==> src/rtl/axis_pkt_acc_pkg.sv <==
// Shared definitions for the packet accumulator.
// Holds the FSM encoding and the default widths.
package axis_pkg;

    localparam logic ST_ACC  = 1'b0;
    localparam logic ST_FULL = 1'b1;

    localparam int DEF_DATA_W = 8;
    localparam int DEF_ACC_W  = 16;
    localparam int DEF_CNT_W  = 8;

    typedef enum logic {
        S_ACC  = ST_ACC,
        S_FULL = ST_FULL
    } acc_state_e;

endpackage

==> src/rtl/axis_pkt_acc_if.sv <==
// Beat-in / result-out stream bundle.
// The accumulator takes the slave view; its driver takes the master view.
interface axis_pkt_acc_if #(
    parameter int DATA_W = 8,
    parameter int ACC_W  = 16,
    parameter int CNT_W  = 8
);
    logic [DATA_W-1:0] s_tdata;
    logic              s_tvalid;
    logic              s_tlast;
    logic              s_tready;
    logic [ACC_W-1:0]  m_tdata;
    logic [CNT_W-1:0]  m_tcount;
    logic              m_tovf;
    logic              m_tvalid;
    logic              m_tready;

    modport slave (
        input  s_tdata, s_tvalid, s_tlast, m_tready,
        output s_tready, m_tdata, m_tcount, m_tovf, m_tvalid
    );

    modport master (
        output s_tdata, s_tvalid, s_tlast, m_tready,
        input  s_tready, m_tdata, m_tcount, m_tovf, m_tvalid
    );
endinterface

==> src/rtl/axis_pkt_acc_cu.sv <==
// Control unit: two-state result-slot FSM.
// Decides when beats are taken and when a result is loaded.
module axis_pkt_acc_cu
    import axis_pkg::*;
(
    input  logic aclk,
    input  logic aresetn,
    input  logic i_s_tvalid,
    input  logic i_s_tlast,
    input  logic i_m_tready,
    output logic o_s_tready,
    output logic o_m_tvalid,
    output logic o_acc_en,
    output logic o_res_load
);

    acc_state_e r_state;
    logic       w_s_tready;
    logic       w_acc_en;
    logic       w_res_load;

    // The held result drains in the same cycle a new beat enters.
    assign w_s_tready = (r_state == S_ACC) || i_m_tready;
    assign w_acc_en   = i_s_tvalid && w_s_tready;
    assign w_res_load = w_acc_en && i_s_tlast;

    assign o_s_tready = w_s_tready;
    assign o_m_tvalid = (r_state == S_FULL);
    assign o_acc_en   = w_acc_en;
    assign o_res_load = w_res_load;

    always_ff @(posedge aclk or negedge aresetn) begin
        if (!aresetn) begin
            r_state <= S_ACC;
        end else begin
            unique case (r_state)
                S_ACC: begin
                    if (w_res_load) r_state <= S_FULL;
                end
                S_FULL: begin
                    if (i_m_tready && !w_res_load) r_state <= S_ACC;
                end
                default: r_state <= S_ACC;
            endcase
        end
    end

endmodule

==> src/rtl/axis_pkt_acc.sv <==
// Packet accumulator: sums each tlast-delimited packet and emits
// one result beat with total, saturating beat count and overflow flag.
module axis_pkt_acc
    import axis_pkg::*;
#(
    parameter int DATA_W = DEF_DATA_W,
    parameter int ACC_W  = DEF_ACC_W,
    parameter int CNT_W  = DEF_CNT_W
) (
    input  logic          aclk,
    input  logic          aresetn,
    axis_pkt_acc_if.slave bus
);

    logic [ACC_W-1:0] r_acc;
    logic [CNT_W-1:0] r_cnt;
    logic             r_ovf;
    logic [ACC_W-1:0] r_m_tdata;
    logic [CNT_W-1:0] r_m_tcount;
    logic             r_m_tovf;

    logic             w_acc_en;
    logic             w_res_load;
    logic             w_s_tready;
    logic             w_m_tvalid;
    logic [ACC_W:0]   w_sum;
    logic             w_ovf_n;
    logic [CNT_W-1:0] w_cnt_n;

    axis_pkt_acc_cu u_cu (
        .aclk       (aclk),
        .aresetn    (aresetn),
        .i_s_tvalid (bus.s_tvalid),
        .i_s_tlast  (bus.s_tlast),
        .i_m_tready (bus.m_tready),
        .o_s_tready (w_s_tready),
        .o_m_tvalid (w_m_tvalid),
        .o_acc_en   (w_acc_en),
        .o_res_load (w_res_load)
    );

    // One extra bit catches the carry that marks overflow.
    assign w_sum   = {1'b0, r_acc}
                   + {{(ACC_W + 1 - DATA_W){1'b0}}, bus.s_tdata};
    assign w_ovf_n = r_ovf | w_sum[ACC_W];
    assign w_cnt_n = (r_cnt == {CNT_W{1'b1}}) ? r_cnt
                                              : r_cnt + 1'b1;

    always_ff @(posedge aclk or negedge aresetn) begin
        if (!aresetn) begin
            r_acc      <= '0;
            r_cnt      <= '0;
            r_ovf      <= 1'b0;
            r_m_tdata  <= '0;
            r_m_tcount <= '0;
            r_m_tovf   <= 1'b0;
        end else if (w_acc_en) begin
            if (w_res_load) begin
                r_m_tdata  <= w_sum[ACC_W-1:0];
                r_m_tcount <= w_cnt_n;
                r_m_tovf   <= w_ovf_n;
                r_acc      <= '0;
                r_cnt      <= '0;
                r_ovf      <= 1'b0;
            end else begin
                r_acc <= w_sum[ACC_W-1:0];
                r_cnt <= w_cnt_n;
                r_ovf <= w_ovf_n;
            end
        end
    end

    assign bus.s_tready = w_s_tready;
    assign bus.m_tvalid = w_m_tvalid;
    assign bus.m_tdata  = r_m_tdata;
    assign bus.m_tcount = r_m_tcount;
    assign bus.m_tovf   = r_m_tovf;

endmodule

==> src/flat_wrapper.sv <==
// flat-port wrapper written by rule: the top's interface ports become plain ports
module axis_pkt_acc_flat import axis_pkg::*;
#(
    parameter int DATA_W = DEF_DATA_W,
    parameter int ACC_W  = DEF_ACC_W,
    parameter int CNT_W  = DEF_CNT_W
)
  (aclk, aresetn, bus_s_tdata, bus_s_tvalid, bus_s_tlast, bus_m_tready, bus_s_tready, bus_m_tdata, bus_m_tcount, bus_m_tovf, bus_m_tvalid);
  axis_pkt_acc_if #(.DATA_W(DATA_W), .ACC_W(ACC_W), .CNT_W(CNT_W)) bus_i ();
  input  logic aclk;
  input  logic aresetn;
  input wire logic [$bits(bus_i.s_tdata)-1:0] bus_s_tdata;
  input wire logic [$bits(bus_i.s_tvalid)-1:0] bus_s_tvalid;
  input wire logic [$bits(bus_i.s_tlast)-1:0] bus_s_tlast;
  input wire logic [$bits(bus_i.m_tready)-1:0] bus_m_tready;
  output wire logic [$bits(bus_i.s_tready)-1:0] bus_s_tready;
  output wire logic [$bits(bus_i.m_tdata)-1:0] bus_m_tdata;
  output wire logic [$bits(bus_i.m_tcount)-1:0] bus_m_tcount;
  output wire logic [$bits(bus_i.m_tovf)-1:0] bus_m_tovf;
  output wire logic [$bits(bus_i.m_tvalid)-1:0] bus_m_tvalid;
  assign bus_i.s_tdata = bus_s_tdata;
  assign bus_i.s_tvalid = bus_s_tvalid;
  assign bus_i.s_tlast = bus_s_tlast;
  assign bus_i.m_tready = bus_m_tready;
  assign bus_s_tready = bus_i.s_tready;
  assign bus_m_tdata = bus_i.m_tdata;
  assign bus_m_tcount = bus_i.m_tcount;
  assign bus_m_tovf = bus_i.m_tovf;
  assign bus_m_tvalid = bus_i.m_tvalid;
  axis_pkt_acc #(.DATA_W(DATA_W), .ACC_W(ACC_W), .CNT_W(CNT_W)) u_core (.aclk(aclk), .aresetn(aresetn), .bus(bus_i));
endmodule
==> config.mk <==
export PLATFORM = sky130hd
export DESIGN_NAME = axis_pkt_acc_flat
export DESIGN_NICKNAME = d
export VERILOG_FILES = /design/src/rtl/axis_pkt_acc_pkg.sv /design/src/rtl/axis_pkt_acc_if.sv /design/src/rtl/axis_pkt_acc_cu.sv /design/src/rtl/axis_pkt_acc.sv /design/src/flat_wrapper.sv
export SDC_FILE = /design/constraint.sdc
export NUM_CORES = 1
export LEC_CHECK = 0
export ABC_CLOCK_PERIOD_IN_PS = 5300
export CAP_MARGIN = 20
export CORE_MARGIN = 10
export CORE_UTILIZATION = 51
export CTS_BUF_LIST = sky130_fd_sc_hd__clkbuf_2
export CTS_CLUSTER_SIZE = 14
export DETAILED_ROUTE_END_ITERATION = 10
export GPL_ROUTABILITY_DRIVEN = 0
export PLACE_DENSITY = 0.76
export SKIP_CTS_REPAIR_TIMING = 1
export SLEW_MARGIN = 10
export SYNTH_ARGS = -nofsm -noshare
export SYNTH_HDL_FRONTEND = slang
export SYNTH_SLANG_ARGS = --single-unit
==> constraint.sdc <==
create_clock -name aclk -period 5.3 [get_ports aclk]
set_input_delay 1.06 -clock aclk [delete_from_list [all_inputs] [get_ports aclk]]
set_output_delay 1.06 -clock aclk [all_outputs]
set_load 0.01 [all_outputs]
# ---- Word-level counts from Yosys, hierarchy flattened
# Cells that the tools add are included.
dict set report op_classes {
  add_sub_neg 2
  mul 0
  div_mod_pow 0
  order_cmp 0
  eq_ne 1
  shift 0
  n_mux 7
  n_bitwise 2
  n_reduce_logical 6
}
# operator count
set ops {}
lappend ops {{16-bit by 8-bit adder with 17-bit output} 1}
lappend ops {{16-bit two-way mux} 1}
lappend ops {{8-bit two-way mux} 2}
lappend ops {{8-bit by 1-bit adder with 8-bit output (second input constant)} 1}
lappend ops {{8-bit == test (second input constant)} 1}
lappend ops {{1-bit logical AND} 3}
lappend ops {{1-bit two-way mux} 3}
lappend ops {{1-bit case mux with 2 select lines} 1}
lappend ops {{2-bit AND reduction} 1}
lappend ops {{1-bit logical NOT} 1}
lappend ops {{1-bit logical OR} 1}
lappend ops {{1-bit inverter} 1}
lappend ops {{1-bit bitwise OR} 1}
dict set report totals {
  regBits 51
  latchBits 0
  ramBits 0
  mem_bits_ro 0
  output_inout_bits 27
  memories 0
}

# ---- Longest topological paths before layout
# Gate-level depths: netlist of run 1.
dict set report depth {
  word_depth 8
  ltp_mapped 7
}

# ---- Cells and area by module
# From an unflattened synthesis of run 1, not the netlist that was laid out.
dict set report unflattened {
  hier_cells 272
  hier_area_um2 2677.6
}
# mod n_inst cells_each area_per_inst_um2 seq_area_each_um2
set modules_own_cells {}
lappend modules_own_cells {axis_pkt_acc 1 266 2608.8 1251.2}
lappend modules_own_cells {axis_pkt_acc_cu 1 6 68.8 25.0}

# ---- Worst setup path before layout of run 1
# No wires, ideal clock.
dict set report synth_timing {
  kind {input to register}
  start {in bus_s_tdata[0]}
  end {reg u_core.r_m_tdata[14], in the netlist u_core.bus.m_tdata[14]}
  setup_time_ps 133
  arrival_time_ps 2620
  path_slack_ps 2547
  cell_stages 7
  cell_sequence {ha_1 > fa_1 > a211oi_1 > o21ai_2 > o2111ai_1 > xor2_1 > o21ai_0}
}
dict set report synth_between {
  elab_chain_cells 1
}
# item line_no
set synth_rtl {}
lappend synth_rtl {{start, declared} flat_wrapper.sv:12} ;# input wire logic [$bits(bus_i.s_tdata)-1:0] bus_s_tdata;
lappend synth_rtl {{16-bit by 8-bit adder with 17-bit output} axis_pkt_acc.sv:44} ;# + {{(ACC_W + 1 - DATA_W){1'b0}}, bus.s_tdata};
lappend synth_rtl {{end signal, assigned} axis_pkt_acc.sv:59} ;# r_m_tdata <= w_sum[ACC_W-1:0];
lappend synth_rtl {{end, declared} axis_pkt_acc.sv:18} ;# logic [ACC_W-1:0] r_m_tdata;
# No other way between the ends.
# A chain may end at the register's enable or synchronous reset.

# ---- Worst setup path in the final report of run 1
dict set report layout_timing {
  start {in bus_m_tready}
  end {out bus_s_tready}
}
dict set report layout_between {
  elab_chain_cells 1
}
# item line_no
set layout_rtl {}
lappend layout_rtl {{start, declared} flat_wrapper.sv:15} ;# input wire logic [$bits(bus_i.m_tready)-1:0] bus_m_tready;
lappend layout_rtl {{1-bit logical OR} axis_pkt_acc_cu.sv:23} ;# assign w_s_tready = (r_state == S_ACC) || i_m_tready;
lappend layout_rtl {{end, declared} flat_wrapper.sv:16} ;# output wire logic [$bits(bus_i.s_tready)-1:0] bus_s_tready;
# No other way between the ends.

==> metrics.md, run 1 <==
| Metric | Value |
|---|---|
| Largest family of logic cells by synthesized area | compound AO/OA/AOI/OAI gates |
| Largest delay share family, worst path | buffers and inverters |
| Fin. Hold Viols | 0 |
| Netlist Area Pre-Place | 0.00276 mm² |
| Synth Area in Compound Gates | 23.6% |
| Worst hold-check path type | flop to flop |
| Setup_tns | 0 ns |
| Global-route wire length before repair | 11.2 mm |
| Worst-skew pair later-pin latency | 0.44 ns |
| DR vias/cell | 5.81 |
| # nets final | 354 |
| CTS tree | done |
| Final Max Tran Viols | 0 |
| Final min period | 3.31 ns |
| Worst r2r src | u_core.u_cu.o_m_tvalid |
| Post-synth EDFFs | 0 |
| Comb pwr share | 37.2% |
| Crit path cell chain | clkdlybuf4s50_1 -> nand2b_1 -> clkdlybuf4s50_1 |
| WP buf/inv | 2 |
| Antenna cells | 0 |
| Pleak | 1.43 nW |
| Hold_sp | u_core.bus.m_tdata[4] |
| Hold-critical path depth | 2 |
| Clk slew on worst S/H paths | 0.24 ns |
| Die ar. | 0.00876 mm² |
| WP data required | 4.24 ns |
| DRT Pass-1 Iters | 4 |
| Crit share post-route | 62.4% |
| Post-synthesis xor/xnor area fraction | 3.49% |
| H-tree depth | 2 |
| Port-buffer cells | 39 |
| Antenna violations before repair | 0 |
| CP Capture Type | output pin |
| Post-synthesis cell type count | 51 |
| WP depth | 3 |
| WP data arrival | 2.25 ns |
| Final Skew | 0.0255 ns |
| Violation count after the first detailed-route iteration | 137 |
| Post-synthesis mux area share | 0.362% |
| Least-Margin Pin Slew | 0.827 ns |
| Seq/Total Area, Yosys | 46.2% |
| Flops & latches, synth | 51 |
| Slew HR | 44.7% |
| Design Power | 1.16 mW |
| DIE WIDTH | 93.6 µm |
| Total wire length | 6.55 mm |
| Most frequent CP cell | clkdlybuf4s50_1 |
| Cells after Synth | 295 |
| Row count | 26 |
| Sequential share of power | 45.5% |
| DR WL/cell | 16.3 µm |
| # setup viols final | 0 |
| CP peak stage delay | 0.59 ns |
| DRC errors left | 0 |
| Vias in the first global route | 2,282 |
| RSZ-0062 raised after global routing | false |
| CTS sink count | 51 |
| Pwr/cell area | 354 mW/mm² |
| Clk network pwr share | 17.3% |
| I/O Pins | 40 |
| FF-to-FF setup slack | 3.00 ns |
| Post-synth ARST share | 100% |
| Status | complete, no violations |
| Switching share of power | 35.7% |
| ANT nets after route | 0 |
| Net Sw Power | 0.415 mW |
| Via count | 2,330 |
| Reg2reg path depth | 6 |
| Syn-to-layout area delta | 19.0% |
| Synth Area in Simple Gates | 18.3% |
| Kind of critical path | input pin to output pin |
| Worst-case clock buffer depth | 2 |
| Post-DP HPWL | 4.51 mm |
| Max_cap viols | 0 |
| CTS root buf | clkbuf_2 |
| Die H | 93.6 µm |
| Grt ovf | 0 |
| CP Launch Type | input pin |
| CP Launch Point | bus_m_tready |
| Worst-path maximum fanout | 4 |
| Adder-Cell Fraction of Synth Area | 4.80% |
| Initial core utilization | 53.4% |
| TritonCTS buffer count | 5 |
| Share of cells above drive strength 1 | 5.44% |
| YS warnings | 0 |
| Peak VDD IR | 0.000196 V |
| Overall global routing resource usage | 15.6% |
| Primary FF master, synth | dfrtp_1 |
| Int Pwr | 0.748 mW |
| Syn Area/Cell | 9.36 µm² |
| Syn_nets | 318 |
| Placeable Area | 0.00517 mm² |
| Fmax | 0.303 GHz |
| Pin count of the biggest net entering global routing | 52 |
| Critical-path top delay cell | clkdlybuf4s50_1 |
## sequential cells by signal (all words and copies together), names as in the netlist
register and flops:
u_core.r_ovf 1, u_core.r_cnt 8, u_core.u_cu.o_m_tvalid 1, u_core.bus.m_tdata 16, u_core.bus.m_tcount 8, u_core.bus.m_tovf 1
u_core.r_acc 16
## metal layers
| layer | vias up | global-route usage, % | wire length [µm] |
|---|---|---|---|
| met5 | - | 0 | 0 |
| met4 | 0 | 6.58 | 121 |
| met3 | 11 | 3.76 | 385 |
| li1 | 1149 | - | - |
| met1 | 1110 | 19.6 | 2960 |
| met2 | 60 | 24.8 | 3080 |
## power by group through the flow
stage                     combinational (mW)  sequential (mW)  clock, mW
after floorplan                        0.241            0.546          0
after detailed placement               0.428            0.536          0
final                                  0.433            0.529      0.201
after global placement                 0.421            0.533          0
after CTS                              0.431            0.529      0.204
after global routing                   0.482            0.541      0.223
## cell usage in the layout (no fill, tap or decap), types with 6 or more instances in the layout
master and count:
nand2_1 51, dfrtp_1 51, clkdlybuf4s50_1 38, o21ai_0 26, nor2_1 19, a21oi_1 12, inv_1 9, a31oi_1 9
nand3_1 9, ha_1 9, o211ai_1 6, xnor2_1 6, clkbuf_2 6
## kinds of logic after synthesis
family | count (synthesis)
simple gates | 104
compound gates | 96
flops | 51
buf+inv | 22
xor+xnor | 11
fa+ha+maj | 10
mux | 1
## worst reg2reg max path: cells and delay by family, from the launching register on
kind	cells	cell delay (ns)
buffers and inverters	1	0.22
and+or+nand+nor	4	1.37
DFF	1	0.44
AOI/OAI and AO/OA	1	0.17
## cells in the mapped netlist (all sizes together) (2+ instances only)
cell type  number  area [µm²]
dfrtp          51        1280
o31ai           4        30.0
nand3b          2        15.0
a211oi          4        30.0
a21oi          13        68.8
and3            3        18.8
a21o            5        37.5
or4             2        15.0
nand2          51         191
or3             3        18.8
nor2           19        71.3
o2111ai         5        43.8
and2            2        12.5
nor3            4        25.0
and4            2        17.5
a32o            2        20.0
clkbuf          8        30.0
inv             9        33.8
ha              9         113
nand3           9        45.0
o311ai          4        35.0
xor2            5        43.8
xnor2           6        52.6
o21a            4        30.0
o211ai          6        45.0
o21ai          32         168
a31oi           9        56.3
buf             5        23.8
## path summary, 6_finish.rpt
check,to
hold / removal,u_core.bus.m_tdata[4]
hold reg to reg,u_core.bus.m_tdata[4]
setup reg to reg,u_core.bus.m_tdata[7]
max in group asynchronous,u_core.bus.m_tdata[11]
setup / recovery,bus_s_tready
min in group asynchronous,u_core.r_cnt[5]
## stage by stage
stage	std cells	setup WS, ns	util (%)	hold WS [ns]	instance area (µm²)
2_1_floorplan	295	2.55	-	0.443	2760
3_5_place_dp	392	1.61	61.7	0.465	3190
4_1_cts	399	1.98	62.8	0.518	3250
5_1_grt	401	1.93	63.6	0.551	3290
3_3_place_gp	392	1.68	61.7	0.456	3190
6_report	401	1.99	63.6	0.511	3290
## final cells by class
| class | instances | area [µm²] |
|---|---|---|
| well taps | 70 | 87.6 |
| fillers | 431 | 1880 |
| repair buffers | 42 | 432 |
| clock inverters | 1 | 30.0 |
| clock buffers | 6 | 30.0 |
| flip-flops and latches | 51 | 1280 |
| inverters | 9 | 33.8 |
| multi-input cells | 222 | 1400 |
Power figures use the tool's default switching activity.
==> inputs of run 2 (changes only) <==
- ABC_CLOCK_PERIOD_IN_PS: 5300 -> 3050
- clock period: 5.3 -> 3.05 ns (I/O delays scaled with it)
==> run 2 against run 1 <==
Cell area decreased by 0.11%. First-iteration DRC count increased by 45%. Worst setup slack got worse by 1.4 ns. Clock power increased by 35%. Sequential share of layout area about the same. Global-route usage decreased by 0.073 points. Non-clock buffer count increased by 5. Wire length decreased by 1.9%. Utilization decreased by 0.073 points. Cell count increased by 1.5%. Register-to-register slack got worse by 2.2 ns.
==> metrics.md, run 2 (synthesis gave the netlist of run 1 again) <==
| Metric | Value |
|---|---|
| Row count | 26 (unchanged) |
| Total wire length | 6.43 mm (was 6.55 mm) |
| CTS root buf | clkbuf_2 (unchanged) |
| Switching share of power | 37.0% (was 35.7%) |
| WP data arrival | 2.76 ns (was 2.25 ns) |
| Comb pwr share | 38.7% (was 37.2%) |
| DIE WIDTH | 93.6 µm (unchanged) |
| FF-to-FF setup slack | 0.79 ns (was 3.00 ns) |
| Worst-skew pair later-pin latency | 0.43 ns (was 0.44 ns) |
| DR vias/cell | 5.79 (was 5.81) |
| Area of the multi-input gates | 0.00140 mm² (unchanged) |
| Grt ovf | 0 (unchanged) |
| DR WL/cell | 15.8 µm (was 16.3 µm) |
| Kind of critical path | input pin to flop (was input pin to output pin) |
| H-tree depth | 2 (unchanged) |
| WP data required | 3.40 ns (was 4.24 ns) |
| Clk slew on worst S/H paths | 0.25 ns (was 0.24 ns) |
| Pwr/cell area | 591 mW/mm² (was 354 mW/mm²) |
| Status | complete, no violations (unchanged) |
| Global-route wire length before repair | 11.2 mm (about the same) |
| Final Max Tran Viols | 0 (unchanged) |
| Worst-path maximum fanout | 6 (was 4) |
| Violation count after the first detailed-route iteration | 199 (was 137) |
| Placeable Area | 0.00517 mm² (unchanged) |
| CTS sink count | 51 (unchanged) |
| CTS tree | done (unchanged) |
| Initial core utilization | 53.4% (unchanged) |
| Layout Utilization | 63.5% (was 63.6%) |
| Max_cap viols | 0 (unchanged) |
| Net Sw Power | 0.718 mW (was 0.415 mW) |
| Slew HR | 57.3% (was 44.7%) |
| Worst r2r src | u_core.r_acc[0] (was u_core.u_cu.o_m_tvalid) |
| Pin count of the biggest net entering global routing | 52 (unchanged) |
| FF-to-FF End | u_core.bus.m_tdata[14] (was u_core.bus.m_tdata[7]) |
| Antenna cells | 0 (unchanged) |
| Syn-to-layout area delta | 18.9% (was 19.0%) |
| DRC errors left | 0 (unchanged) |
| Reg2reg path depth | 7 (was 6) |
| Vias in the first global route | 2,300 (was 2,282) |
| Die H | 93.6 µm (unchanged) |
| CP Launch Type | input pin (unchanged) |
| Port-buffer cells | 39 (unchanged) |
| Pleak | 1.43 nW (about the same) |
| I/O Pins | 40 (unchanged) |
| Peak VDD IR | 0.000392 V (was 0.000196 V) |
| CP Capture Type | flop (was output pin) |
| Clk network pwr share | 14.0% (was 17.3%) |
| Finished Cell Area | 0.00328 mm² (was 0.00329 mm²) |
| Final Skew | 0.00949 ns (was 0.0255 ns) |
| Setup_tns | 0 ns (unchanged) |
| Worst hold-check path type | input pin to asynchronous set/reset pin (was flop to flop) |
| Int Pwr | 1.22 mW (was 0.748 mW) |
| Post-DP HPWL | 4.63 mm (was 4.51 mm) |
| Via count | 2,357 (was 2,330) |
| ANT nets after route | 0 (unchanged) |
| Fin. Hold Viols | 0 (unchanged) |
| Overall global routing resource usage | 15.5% (was 15.6%) |
| Worst-case clock buffer depth | 2 (unchanged) |
| TritonCTS buffer count | 5 (unchanged) |
| Final min period | 2.41 ns |
| DRT Pass-1 Iters | 4 (unchanged) |
| Register area | 0.00128 mm² (unchanged) |
| Fmax | 0.415 GHz |
| FILL cells | 425 (was 431) |
| Crit share post-route | 79.0% |
| Most frequent cells in the layout | nand2_1, dfrtp_1, clkdlybuf4s50_1 (unchanged) |
| # setup viols final | 0 (unchanged) |
| Post-Place Cell Area | 0.00324 mm² (was 0.00319 mm²) |
| Least-Margin Pin Slew | 0.641 ns (was 0.827 ns) |
| Antenna violations before repair | 0 (unchanged) |
| # nets final | 359 (was 354) |
| Die ar. | 0.00876 mm² (unchanged) |
| Sequential share of power | 47.2% (was 45.5%) |
| Share of cells above drive strength 1 | 7.12% (was 5.44%) |
| RSZ-0062 raised after global routing | false (unchanged) |
## run 2: changes by cell type in the layout (fill, tap and decap cells not counted)
cell	change
clkinvlp_4	+1
buf_4	+7
bufinv_16	-1
buf_6	-1
buf_16	-1
clkinv_2	+1
## run 2: layout make-up
type | instances | area share (%)
clock inverter | 2 | 0.381
multi-input combinational | 222 | 42.6
tap | 70 | 2.67
clock buffer | 6 | 0.914
inverter | 9 | 1.03
sequential | 51 | 38.9
timing repair buffer | 47 | 13.6
## run 2: how the worst max path moves through the flow
stage                              start                     end  slack, ns  cells after the start
after floorplan           bus_s_tdata[0]  u_core.bus.m_tdata[14]       0.75                      7
after global placement    bus_s_tdata[0]  u_core.bus.m_tdata[14]       0.22                      8
after detailed placement  bus_s_tdata[0]  u_core.bus.m_tdata[14]       0.16                      8
after CTS                   bus_m_tready            bus_s_tready       0.66                      3
after global routing      bus_s_tdata[1]  u_core.bus.m_tdata[13]       0.48                      7
final                     bus_s_tdata[0]  u_core.bus.m_tdata[14]       0.64                      8
## run 2: power groups by stage
stage / Clock, mW / Sequential (mW) / Combinational (mW)
3_3_place_gp: 0 / 0.921 / 0.743
2_1_floorplan: 0 / 0.949 / 0.418
5_1_grt: 0.307 / 0.939 / 0.842
6_report: 0.272 / 0.916 / 0.752
4_1_cts: 0.285 / 0.916 / 0.763
3_5_place_dp: 0 / 0.929 / 0.759
## run 2: critical path, cell delays in order
cell and delay (ns):
clkdlybuf4s50_1 0.40, ha_1 0.23, fa_1 0.43, a211oi_1 0.31
o21ai_2 0.17, o2111ai_1 0.35, xor2_1 0.17, o21ai_0 0.08
## run 2: metrics by stage
| stage | setup slack, ns | cells | hold WS [ns] | power, mW |
|---|---|---|---|---|
| after floorplan | 0.747 | 295 | 0.314 | 1.37 |
| after global placement | 0.217 | 399 | 0.460 | 1.66 |
| after detailed placement | 0.165 | 399 | 0.461 | 1.69 |
| after CTS | 0.657 | 407 | 0.235 | 1.96 |
| after global routing | 0.479 | 407 | 0.247 | 2.09 |
| final | 0.640 | 407 | 0.241 | 1.94 |
## run 2: routing by layer
metal	GRT usage, %	part of all wire (%)
met5	0	0
met4	6.71	0.89
met3	3.52	6.8
met2	25.6	48
met1	18.9	44
==> inputs of run 3 (changes only) <==
- ABC_CLOCK_PERIOD_IN_PS: 3050 -> 2300
- clock period: 3.05 -> 2.3 ns (I/O delays scaled with it)
==> run 3 against run 2 <==
Total power grew 47%. Clock-buffer cell count shrank 1. Sequential share of layout area shrank 2.5 points. Register-to-register slack got worse by 0.65 ns. Utilization increased by 4.4 points. Combinational power increased by 53%. Clock power is 82% higher. Sequential power grew 32%. Critical path depth down 1. Critical path type is now flop to flop. Largest power group unchanged.
==> metrics.md, run 3 (synthesis gave the netlist of run 1 again) <==
| Metric | Value |
|---|---|
| Fmax | 0.462 GHz |
| Critical-path top delay cell | dfrtp_1 (was fa_1) |
| Pleak | 1.56 nW (was 1.43 nW) |
| H-tree depth | 2 (unchanged) |
| Violation count after the first detailed-route iteration | 114 (was 199) |
| Worst-skew pair later-pin latency | 0.47 ns (was 0.43 ns) |
| Worst hold-check path type | input pin to asynchronous set/reset pin (unchanged) |
| FILL cells | 404 (was 425) |
| CP Capture Type | flop (unchanged) |
| Via count | 2,464 (was 2,357) |
| ANT nets after route | 0 (unchanged) |
| WP data required | 2.70 ns (was 3.40 ns) |
| Syn-to-layout area delta | 27.1% (was 18.9%) |
| Overall global routing resource usage | 16.1% (was 15.5%) |
| Global-route wire length before repair | 11.6 mm (was 11.2 mm) |
| Status | complete, no violations (unchanged) |
| Least-Margin Pin Slew | 0.562 ns (was 0.641 ns) |
| Finished Layout Cells | 430 (was 407) |
| RSZ-0062 raised after global routing | false (unchanged) |
| Final Max Tran Viols | 0 (unchanged) |
| Post-DP HPWL | 4.94 mm (was 4.63 mm) |
| Most frequent cells in the layout | nand2_1, dfrtp_1, clkdlybuf4s50_1 (unchanged) |
| Crit path cell chain | ha_1 -> fa_1 -> a211oi_1 -> o21ai_2 -> o2111ai_2 -> xor2_1 -> o21ai_0 (was clkdlybuf4s50_1 -> ha_1 -> fa_1 -> a211oi_1 -> o21ai_2 -> o2111ai_1 -> xor2_1 -> o21ai_0) |
| Worst-case clock buffer depth | 2 (unchanged) |
| Pwr/cell area | 815 mW/mm² (was 591 mW/mm²) |
| Initial core utilization | 53.4% (unchanged) |
| Metal-1 WL | 3.00 mm (was 2.83 mm) |
| CTS sink count | 51 (unchanged) |
| Final min period | 2.16 ns |
| Final Skew | 0.0220 ns (was 0.00949 ns) |
| Worst-path maximum fanout | 6 (unchanged) |
| CP peak stage delay | 0.45 ns (was 0.43 ns) |
| Pin count of the biggest net entering global routing | 52 (unchanged) |
| Kind of critical path | flop to flop (was input pin to flop) |
| CTS tree | done (unchanged) |
| Placeable Area | 0.00517 mm² (unchanged) |
| Worst hold margin | 0.453 ns (was 0.241 ns) |
| Clk slew on worst S/H paths | 0.28 ns (was 0.25 ns) |
| Max_cap viols | 0 (unchanged) |
| DIE WIDTH | 93.6 µm (unchanged) |
| DR vias/cell | 5.73 (was 5.79) |
| DRC errors left | 0 (unchanged) |
| Share of cells above drive strength 1 | 13.3% (was 7.12%) |
| Met3 routed WL | 369 µm (was 439 µm) |
| # nets final | 382 (was 359) |
| TritonCTS buffer count | 5 (unchanged) |
| I/O Pins | 40 (unchanged) |
| DRT Pass-1 Iters | 4 (unchanged) |
| Total wire length | 6.65 mm (was 6.43 mm) |
| Antenna violations before repair | 0 (unchanged) |
| Antenna cells | 0 (unchanged) |
| DP Cell Count | 421 (was 399) |
| Slew HR | 62.3% (was 57.3%) |
| Top layer in use | met4 (unchanged) |
| CTS root buf | clkbuf_2 (unchanged) |
| Port-buffer cells | 39 (unchanged) |
| Row count | 26 (unchanged) |
| Vias in the first global route | 2,462 (was 2,300) |
| # setup viols final | 0 (unchanged) |
| Grt ovf | 0 (unchanged) |
| Die H | 93.6 µm (unchanged) |
| Design Power | 2.86 mW (was 1.94 mW) |
| Peak VDD IR | 0.000501 V (was 0.000392 V) |
| Metal2 WL | 3.18 mm (was 3.10 mm) |
| CP Launch Type | flop (was input pin) |
| Crit share post-route | 94.0% |
| Fin. Hold Viols | 0 (unchanged) |
| WP data arrival | 2.57 ns (was 2.76 ns) |
| Die ar. | 0.00876 mm² (unchanged) |
| DR WL/cell | 15.5 µm (was 15.8 µm) |
-- run 3: worst max-delay path: cells and delay by family (launching register included) --
family	cells	cell delay, ns
xor gates and xnor gates	1	0.16
DFF	1	0.45
AOI/OAI and AO/OA	4	0.89
adders and majority gates	2	0.61
-- run 3: per-stage QoR --
step                utilization, %  TNS, ns  setup slack, ns  instance area (µm²)
floorplan                        -        0            0.147                 2760
CTS                           67.4        0           0.0835                 3490
global route                  67.9        0          0.00745                 3510
finish                        67.9        0            0.137                 3510
global placement              66.1    -5.69           -0.378                 3420
detailed placement            66.1    -6.43           -0.412                 3420
-- run 3: metal layers --
metal  track usage, %  up-vias
li1                 -     1215
met1             20.1     1190
met2             26.4       50
met3             3.84        9
met4             5.95        0
met5                0        -
-- run 3: power breakdown --
part	internal (mW)	total (mW)	switching, mW	leakage, nW
Clock	0.184	0.496	0.312	0.0429
Sequential	1.08	1.21	0.135	0.665
Combinational	0.585	1.15	0.568	0.852
-- run 3: worst paths after layout --
check | start | to | slack (ns) | cells after the start
max | u_core.r_acc[0] | u_core.bus.m_tdata[14] | 0.14 | 7
min | aresetn | u_core.bus.m_tdata[9] | 0.45 | 3
max reg2reg | u_core.r_acc[0] | u_core.bus.m_tdata[14] | 0.14 | 7
min in group aclk | u_core.bus.m_tdata[8] | u_core.bus.m_tdata[8] | 0.52 | 2
max in group asynchronous | aresetn | u_core.bus.m_tdata[6] | 1.60 | 3
min reg2reg | u_core.bus.m_tdata[8] | u_core.bus.m_tdata[8] | 0.52 | 2
-- run 3: layout make-up --
type | count | area (µm²) | area share [%]
Sequential cell | 51 | 1280 | 36.4
Timing Repair Buffer | 70 | 633 | 18.0
Clock inverter | 3 | 43.8 | 1.25
Inverter | 9 | 33.8 | 0.962
Clock buffer | 5 | 25.0 | 0.713
Tap cell | 70 | 87.6 | 2.49
Multi-Input combinational cell | 222 | 1410 | 40.2
